File: src/rtl/llc_tag_match_stage_pkg.sv
// Shared LLC tag-match constants and the S1/result bundles.
// The result bundle is the record handed to the process stage.
package llc_tag_match_stage_pkg;

  localparam int LLC_WAYS       = 16;
  localparam int LLC_WAY_BITS   = $clog2(LLC_WAYS);
  localparam int LLC_TAG_BITS   = 15;
  localparam int LLC_STATE_BITS = 3;
  localparam int LLC_SET_BITS   = 9;
  localparam int LLC_CTRL_BITS  = 8;
  localparam int LLC_CNT_BITS   = 16;

  localparam logic [LLC_STATE_BITS-1:0] LLC_INVALID = '0;

  typedef struct packed {
    logic [LLC_WAYS-1:0]      match;
    logic [LLC_WAYS-1:0]      invalid;
    logic [LLC_WAY_BITS-1:0]  evict_way;
    logic [LLC_SET_BITS-1:0]  set_idx;
    logic [LLC_TAG_BITS-1:0]  tag;
    logic [LLC_CTRL_BITS-1:0] ctrl;
  } llc_s1_t;

  typedef struct packed {
    logic                     hit;
    logic [LLC_WAY_BITS-1:0]  way;
    logic                     empty_found;
    logic [LLC_WAY_BITS-1:0]  empty_way;
    logic [LLC_WAY_BITS-1:0]  evict_way;
    logic [LLC_SET_BITS-1:0]  set_idx;
    logic [LLC_TAG_BITS-1:0]  tag;
    logic [LLC_CTRL_BITS-1:0] ctrl;
  } llc_tm_res_t;

endpackage

File: src/rtl/llc_tag_match_stage_prio_enc.sv
// Lowest-index-wins priority encoder over a per-way flag vector.
// Reports index 0 when no flag is set.
module llc_way_prio_enc #(
  parameter int WAYS     = 16,
  parameter int WAY_BITS = $clog2(WAYS)
) (
  input  logic [WAYS-1:0]     vec,
  output logic                found,
  output logic [WAY_BITS-1:0] idx
);

  always_comb begin
    found = |vec;
    idx   = '0;
    for (int i = WAYS - 1; i >= 0; i--) begin
      if (vec[i]) idx = WAY_BITS'(i);
    end
  end

endmodule

File: src/rtl/llc_tag_match_stage.sv
// Two-stage LLC tag match: S1 compares tags, S2 encodes results.
// Valid/ready on both sides, plus saturating hit/miss counters.
module llc_tag_match_stage
  import llc_tag_match_stage_pkg::*;
#(
  parameter int WAYS       = LLC_WAYS,
  parameter int WAY_BITS   = $clog2(WAYS),
  parameter int TAG_BITS   = LLC_TAG_BITS,
  parameter int STATE_BITS = LLC_STATE_BITS,
  parameter int SET_BITS   = LLC_SET_BITS,
  parameter int CTRL_BITS  = LLC_CTRL_BITS,
  parameter int CNT_BITS   = LLC_CNT_BITS
) (
  input  logic                         clk,
  input  logic                         rst,
  input  logic                         flush,
  input  logic                         clr_cnt,
  input  logic                         in_valid,
  output logic                         in_ready,
  input  logic [SET_BITS-1:0]          in_set,
  input  logic [TAG_BITS-1:0]          in_tag,
  input  logic [CTRL_BITS-1:0]         in_ctrl,
  input  logic [WAYS*TAG_BITS-1:0]     in_tags,
  input  logic [WAYS*STATE_BITS-1:0]   in_states,
  input  logic [WAY_BITS-1:0]          in_evict_way,
  output logic                         out_valid,
  input  logic                         out_ready,
  output logic [SET_BITS-1:0]          out_set,
  output logic [TAG_BITS-1:0]          out_tag,
  output logic [CTRL_BITS-1:0]         out_ctrl,
  output logic                         out_hit,
  output logic [WAY_BITS-1:0]          out_way,
  output logic                         out_empty_found,
  output logic [WAY_BITS-1:0]          out_empty_way,
  output logic [WAY_BITS-1:0]          out_evict_way,
  output logic [CNT_BITS-1:0]          hit_cnt,
  output logic [CNT_BITS-1:0]          miss_cnt
);

  llc_s1_t     s1_q;
  llc_tm_res_t res_q;
  llc_tm_res_t res_d;
  logic        s1_valid;
  logic        s2_valid;
  logic        s1_load;
  logic        s2_load;
  logic        fire;

  logic [WAYS-1:0]     match;
  logic [WAYS-1:0]     invalid;
  logic                hit_found;
  logic [WAY_BITS-1:0] hit_way;
  logic                empty_found;
  logic [WAY_BITS-1:0] empty_way;

  always_comb begin
    match   = '0;
    invalid = '0;
    for (int i = 0; i < WAYS; i++) begin
      invalid[i] = in_states[i*STATE_BITS +: STATE_BITS] == LLC_INVALID;
      match[i]   = !invalid[i] &&
                   in_tags[i*TAG_BITS +: TAG_BITS] == in_tag;
    end
  end

  assign in_ready = !flush &&
                    (!s1_valid || !s2_valid || out_ready);
  assign s1_load  = in_valid && in_ready;
  assign s2_load  = s1_valid && (!s2_valid || out_ready);
  assign fire     = s2_valid && out_ready;

  llc_way_prio_enc #(.WAYS(WAYS), .WAY_BITS(WAY_BITS)) u_hit_enc (
    .vec   (s1_q.match),
    .found (hit_found),
    .idx   (hit_way)
  );

  llc_way_prio_enc #(.WAYS(WAYS), .WAY_BITS(WAY_BITS)) u_empty_enc (
    .vec   (s1_q.invalid),
    .found (empty_found),
    .idx   (empty_way)
  );

  always_comb begin
    res_d             = '0;
    res_d.hit         = hit_found;
    res_d.empty_found = empty_found;
    res_d.empty_way   = empty_way;
    res_d.evict_way   = empty_found ? empty_way : s1_q.evict_way;
    res_d.way         = hit_found ? hit_way : res_d.evict_way;
    res_d.set_idx     = s1_q.set_idx;
    res_d.tag         = s1_q.tag;
    res_d.ctrl        = s1_q.ctrl;
  end

  always_ff @(posedge clk or posedge rst) begin
    if (rst) begin
      s1_valid <= 1'b0;
      s2_valid <= 1'b0;
    end else if (flush) begin
      s1_valid <= 1'b0;
      s2_valid <= 1'b0;
    end else begin
      if (s1_load)      s1_valid <= 1'b1;
      else if (s2_load) s1_valid <= 1'b0;
      if (s2_load)      s2_valid <= 1'b1;
      else if (fire)    s2_valid <= 1'b0;
    end
  end

  always_ff @(posedge clk or posedge rst) begin
    if (rst) begin
      s1_q  <= '0;
      res_q <= '0;
    end else begin
      if (s1_load) begin
        s1_q.match     <= match;
        s1_q.invalid   <= invalid;
        s1_q.evict_way <= in_evict_way;
        s1_q.set_idx   <= in_set;
        s1_q.tag       <= in_tag;
        s1_q.ctrl      <= in_ctrl;
      end
      if (s2_load) res_q <= res_d;
    end
  end

  // A handshake in a flush cycle still counts.
  always_ff @(posedge clk or posedge rst) begin
    if (rst) begin
      hit_cnt  <= '0;
      miss_cnt <= '0;
    end else if (clr_cnt) begin
      hit_cnt  <= '0;
      miss_cnt <= '0;
    end else if (fire) begin
      if (res_q.hit && hit_cnt != '1)
        hit_cnt <= hit_cnt + 1'b1;
      if (!res_q.hit && miss_cnt != '1)
        miss_cnt <= miss_cnt + 1'b1;
    end
  end

  assign out_valid       = s2_valid;
  assign out_set         = res_q.set_idx;
  assign out_tag         = res_q.tag;
  assign out_ctrl        = res_q.ctrl;
  assign out_hit         = res_q.hit;
  assign out_way         = res_q.way;
  assign out_empty_found = res_q.empty_found;
  assign out_empty_way   = res_q.empty_way;
  assign out_evict_way   = res_q.evict_way;

endmodule

File: config.mk
export PLATFORM = sky130hd
export DESIGN_NAME = llc_tag_match_stage
export DESIGN_NICKNAME = d
export VERILOG_FILES = /design/src/rtl/llc_tag_match_stage_pkg.sv /design/src/rtl/llc_tag_match_stage_prio_enc.sv /design/src/rtl/llc_tag_match_stage.sv
export SDC_FILE = /design/constraint.sdc
export NUM_CORES = 1
export LEC_CHECK = 0
export BUFFER_PORTS_ARGS = -buffer_cell sky130_fd_sc_hd__buf_2
export CORE_AREA = 2 2 161 163
export CTS_BUF_LIST = sky130_fd_sc_hd__clkbuf_2 sky130_fd_sc_hd__clkbuf_4 sky130_fd_sc_hd__clkbuf_8
export CTS_CLUSTER_SIZE = 14
export DETAILED_ROUTE_END_ITERATION = 6
export DIE_AREA = 0 0 163 165
export GPL_ROUTABILITY_DRIVEN = 0
export PLACE_DENSITY = 0.67
export REMOVE_ABC_BUFFERS = 1
export SYNTH_ARGS = -nofsm -noshare
export SYNTH_HDL_FRONTEND = slang
export SYNTH_SLANG_ARGS = --single-unit
File: constraint.sdc
create_clock -name clk -period 5.1 [get_ports clk]
set_input_delay 0.51 -clock clk [delete_from_list [all_inputs] [get_ports clk]]
set_output_delay 0.51 -clock clk [all_outputs]
set_load 0.01 [all_outputs]
After elaboration in Yosys (flattened, before gate mapping)
Index checks and enable logic that the tools add are counted.
- output and inout port bits: 80
- bits in registers: 148
- input port bits: 330
- reduce and logical (&&, ||, !) cells: 70
- equality and inequality tests: 18
- muxes and demuxes: 46
- add/subtract/negate cells: 2
- operator list (cell ; count):
    $eq 15x15->1 ; 16
    $mux 4 ; 34
    $mux 16 ; 6
    $logic_not 3->1 ; 16
    $add 16x1->16 const B ; 2
    $ne 16x16->1 const B ; 2
    $reduce_or 16->1 ; 2
    $logic_and 1x1->1 ; 22
    $logic_not 1->1 ; 20
    $mux 1 ; 6
    $reduce_bool 2->1 ; 3
    $reduce_bool 3->1 ; 2
    $reduce_and 2->1 ; 2
    $logic_or 1x1->1 ; 3

Logic depth before layout (Yosys ltp)
- depth in word-level cells: 18
- depth in mapped cells: 7
- depth with buffers taken out: 6

Cells and area by module
From an unflattened synthesis, not the netlist that was laid out.
- cells, all modules: 926
- area, all modules: 9361.5 um^2
- modules (own cells, without submodules) (module ; area each (um^2) ; instances ; sequential area each (um^2) ; cells each):
    llc_tag_match_stage ; 9008.6 ; 1 ; 3703.6 ; 858
    llc_way_prio_enc ; 176.4 ; 2 ; 0.0 ; 34

Worst setup path before layout
Ideal clock, no wire load.
- path type: input-to-reg
- from: input port in_tag[3]
- to: register s1_q[52] (netlist bit)
- arrival time: 1887 ps
- slack: 3130 ps
- data required time: 5017 ps
- cell stages on the path: 6
- path through: clkbuf_1 buf_2 xnor2_1 nand4_1 or4_1 o21ai_0
- longest elaborated chain between the ends: 2
- RTL lines (what ; RTL line ; text):
    start: declaration ; llc_tag_match_stage.sv:21 ; input logic [TAG_BITS-1:0] in_tag,
    $eq 15x15->1 ; llc_tag_match_stage.sv:62 ; in_tags[i*TAG_BITS +: TAG_BITS] == in_tag;
    $logic_and 1x1->1 ; llc_tag_match_stage.sv:61 ; match[i] = !invalid[i] &&
    end: declaration ; llc_tag_match_stage.sv:40 ; llc_s1_t s1_q;
No other way between the ends.
A chain may end at the register's enable or synchronous reset.

Final worst setup path
- from: register s2_valid (netlist: out_valid)
- to: register s1_q (netlist bit res_d[14])
- longest elaborated chain between the ends: 5
- RTL lines (what ; RTL line ; text):
    start: declaration ; llc_tag_match_stage.sv:44 ; logic s2_valid;
    start signal: assignment ; llc_tag_match_stage.sv:99 ; s2_valid <= 1'b0;
    start signal: assignment ; llc_tag_match_stage.sv:102 ; s2_valid <= 1'b0;
    start signal: assignment ; llc_tag_match_stage.sv:106 ; if (s2_load) s2_valid <= 1'b1;
    $logic_not 1->1 ; llc_tag_match_stage.sv:67 ; (!s1_valid || !s2_valid || out_ready);
    $logic_or 1x1->1 (2 in series) ; llc_tag_match_stage.sv:67 ;
    $logic_and 1x1->1 ; llc_tag_match_stage.sv:66 ; assign in_ready = !flush &&
    $logic_and 1x1->1 ; llc_tag_match_stage.sv:68 ; assign s1_load = in_valid && in_ready;
No other way between the ends.

==> key figures <==
Status
  – Status: completed

Die
  – Die ar.: roughly 27000 sq um
  – I/O pin total: 410
  – DIE WIDTH: 163 microns
  – Starting density of the core: 0.370
  – Row count: 58
  – Die Y-Extent: 165 microns
  – Core Footprint: roughly 25000 sq um

Global routing
  – Total track usage: 0.223
  – Global-route wire length before repair: 45700 microns
  – Grt total ovfl: 0
  – Largest net degree at the start of global routing: 103
  – Vias in the first global route: 8411
  – Initial antenna violation count: 4

Synthesis
  – Post-synth top area cell: dfrtp_1
  – Register area share after synthesis: 0.400
  – Count of cell types in the netlist: 57
  – Mapped cell area: 9270 sq um
  – Commonest cells post-synth: 178 x xnor2_1, 153 x nand2_1, 148 x dfrtp_1, 84 x xor2_1, 59 x nand4_1
  – Yosys reg bits: 148
  – Mean area per synthesized cell: 9.43 sq um
  – Top-area cell type share of the netlist area: 0.400
  – Most numerous cell in the Yosys netlist: xnor2_1
  – Primary FF master, synth: dfrtp_1
  – Async SR Flop Fraction: 1.00
  – Syn Inst Count: ~1000
  – Post-synth EDFFs: 0
  – Warnings, synthesis: 0
  – Synth area leaders: dfrtp_1 40%, xnor2_1 17%, xor2_1 7.9%

Pwr
  – Flop pwr share: 0.446
  – Power per cell area: about 260 nW/um^2
  – Power share of the clock group: 0.297
  – Switch share: 0.314
  – Internal Power: 0.00213 W
  – Sw Pwr: 0.000974 W
  – Peak supply drop: 0.185 mV
  – P_leak: 5.46 nW
  – Comb pwr share: 0.257

Timing
  – Endpoints failing hold: 0
  – Fin Setup TNS: 0 ps
  – Slew Limit Fails: 0
  – Layout Skew: between 15 and 20 ps
  – Unrepaired setup endpoints after global routing: no
  – Fmax achieved: 406 MHz
  – Period utilisation layout: 0.483
  – Worst slew margin: 0.289
  – Least-Margin Pin Slew: 1060 ps
  – Fin crit period: about 2500 ps
  – Smallest setup slack after layout: 2640 ps
  – Endpoints failing setup: 0

Setup path
  – CP startpoint kind: register
  – Crit end category: register
  – WS Path Type: reg2reg
  – Worst EP arrival: 2790 ps
  – Worst Path Max Fanout: 80
  – Required @ worst endpoint: 5430 ps
  – Reg2reg setup slack: 2640 ps

Finish
  – Inserted Diodes: 0
  – FILL cells: 2447
  – Non-Filler Cell Area, Final: about 12000 sq um
  – Final #Nets: 1689
  – Share of cells above drive strength 1: 0.364
  – Area delta synth->final: 28.1%

Drt
  – Pre-Repair DR Iteration Count: 6
  – Post-route ant nets: 0
  – 1st-iter DRT viols: 660
  – Routed len/inst: 18.2 microns
  – Vias: 8621
  – Via density: 5.07
  – DRC: 0
  – WL final: 31000 microns

Clock tree
  – Root Buffer: clkbuf_8
  – Post-CTS setup repair buffer count: 0
  – CTS clk-pin slew, worst paths: 100 ps
  – Post_cts resized: 0
  – Post-CTS Hold Buffers: 0
  – Max clock buf depth: 2
  – CTS Buf Count: 17
  – Skew-Pair Late Insertion Delay: 450 ps
  – CTS sink cnt: about 150
  – CTS tree: yes
  – Htree depth: 4

Place
  – Place WS: 2470 ps
  – Port Buffer Count: 409
  – DP Area: 11500 sq um
  – Post-DP HPWL: between 20000 and 25000 microns

Worst hold path
  – Hold Crit Class: in2reg

Job
  – Max-Cap Viols: 0
area by class of cell:
| class | instances | area, sq um | share of cell area |
|---|---|---|---|
| multi-input combinational | 771 | 5250 | 0.442 |
| sequential | 148 | 3700 | 0.312 |
| timing repair buffer | 413 | 2080 | 0.175 |
| tap | 330 | 413 | 0.0348 |
| clock buffer | 18 | 248 | 0.0209 |
| clock inverter | 14 | 150 | 0.0127 |
| inverter | 6 | 27.5 | 0.00232 |
cells by family after synthesis:
kind of cell / Yosys count / synth area share
XOR/XNOR: 262 / 0.248
buffers and inverters: 63 / 0.0347
multiplexers: 39 / 0.0474
AND/OR/NAND/NOR: 384 / 0.212
flip-flops: 148 / 0.400
AO/OA/AOI/OAI: 84 / 0.0562
adder cells (fa/ha/maj): 2 / 0.00270
state kept, by name, indices dropped and copies added, names as in the netlist:
name             count
s1_q                36
res_d               32
hit_cnt             16
miss_cnt            16
out_tag             15
out_set              9
out_ctrl             8
out_empty_way        4
out_evict_way        4
out_way              4
out_empty_found      1
out_hit              1
out_valid            1
s1_valid             1
worst max-delay path, cell delays in order (launching register included):
cell and delay [ps]:
dfrtp_1 390, nor2b_1 310, a21oi_1 180, nand2_4 680, buf_4 380, mux2_2 360
layout by cell type, fill, tap and decap left out, drive strengths merged, types with 11 or more instances in the layout:
cell type	count
mux2	39
nand4	59
or3	19
xor2	84
o21ai	42
xnor2	178
nor2	48
nand2	153
or4	20
a21oi	11
dfrtp	148
clkbuf	18
nand3	13
buf	413
nor4	36
worst paths after layout:
path | start | depth (start not counted) | endpoint
max in group asynchronous | rst | 3 | s1_q[60]
min in group asynchronous | rst | 2 | res_d[0]
worst min-delay path | flush | 2 | s1_valid
worst min register to register | res_d[11] | 2 | out_tag[3]
worst max-delay path | out_valid | 5 | res_d[14]
worst max register to register | out_valid | 5 | res_d[14]
stage by stage:
step                      power (W)  std cells  hold WS, ps  utilization
after floorplan             0.00181        925          433            -
after CTS                   0.00314       1700          201        0.474
final                       0.00310       1700          241        0.474
after detailed placement    0.00221       1668          447        0.458
after global routing        0.00327       1700          214        0.474
after global placement      0.00219       1668          441        0.458
power by group through the flow:
stage | registers (W) | clock network (W) | logic, W
global placement | 0.00140 | 0 | 0.000785
detailed placement | 0.00141 | 0 | 0.000802
finish | 0.00139 | 0.000921 | 0.000797
CTS | 0.00139 | 0.000950 | 0.000804
global route | 0.00140 | 0.000998 | 0.000874
floorplan | 0.00143 | 0 | 0.000374
routing by layer:
layer	vias to the layer above	part of all wire	GRT usage
met1	4102	0.42	0.288
met2	344	0.49	0.375
met3	52	0.069	0.0480
li1	4119	-	-
met4	4	0.021	0.0700
met5	-	0.00078	0
(Power assumes the default switching activity.)
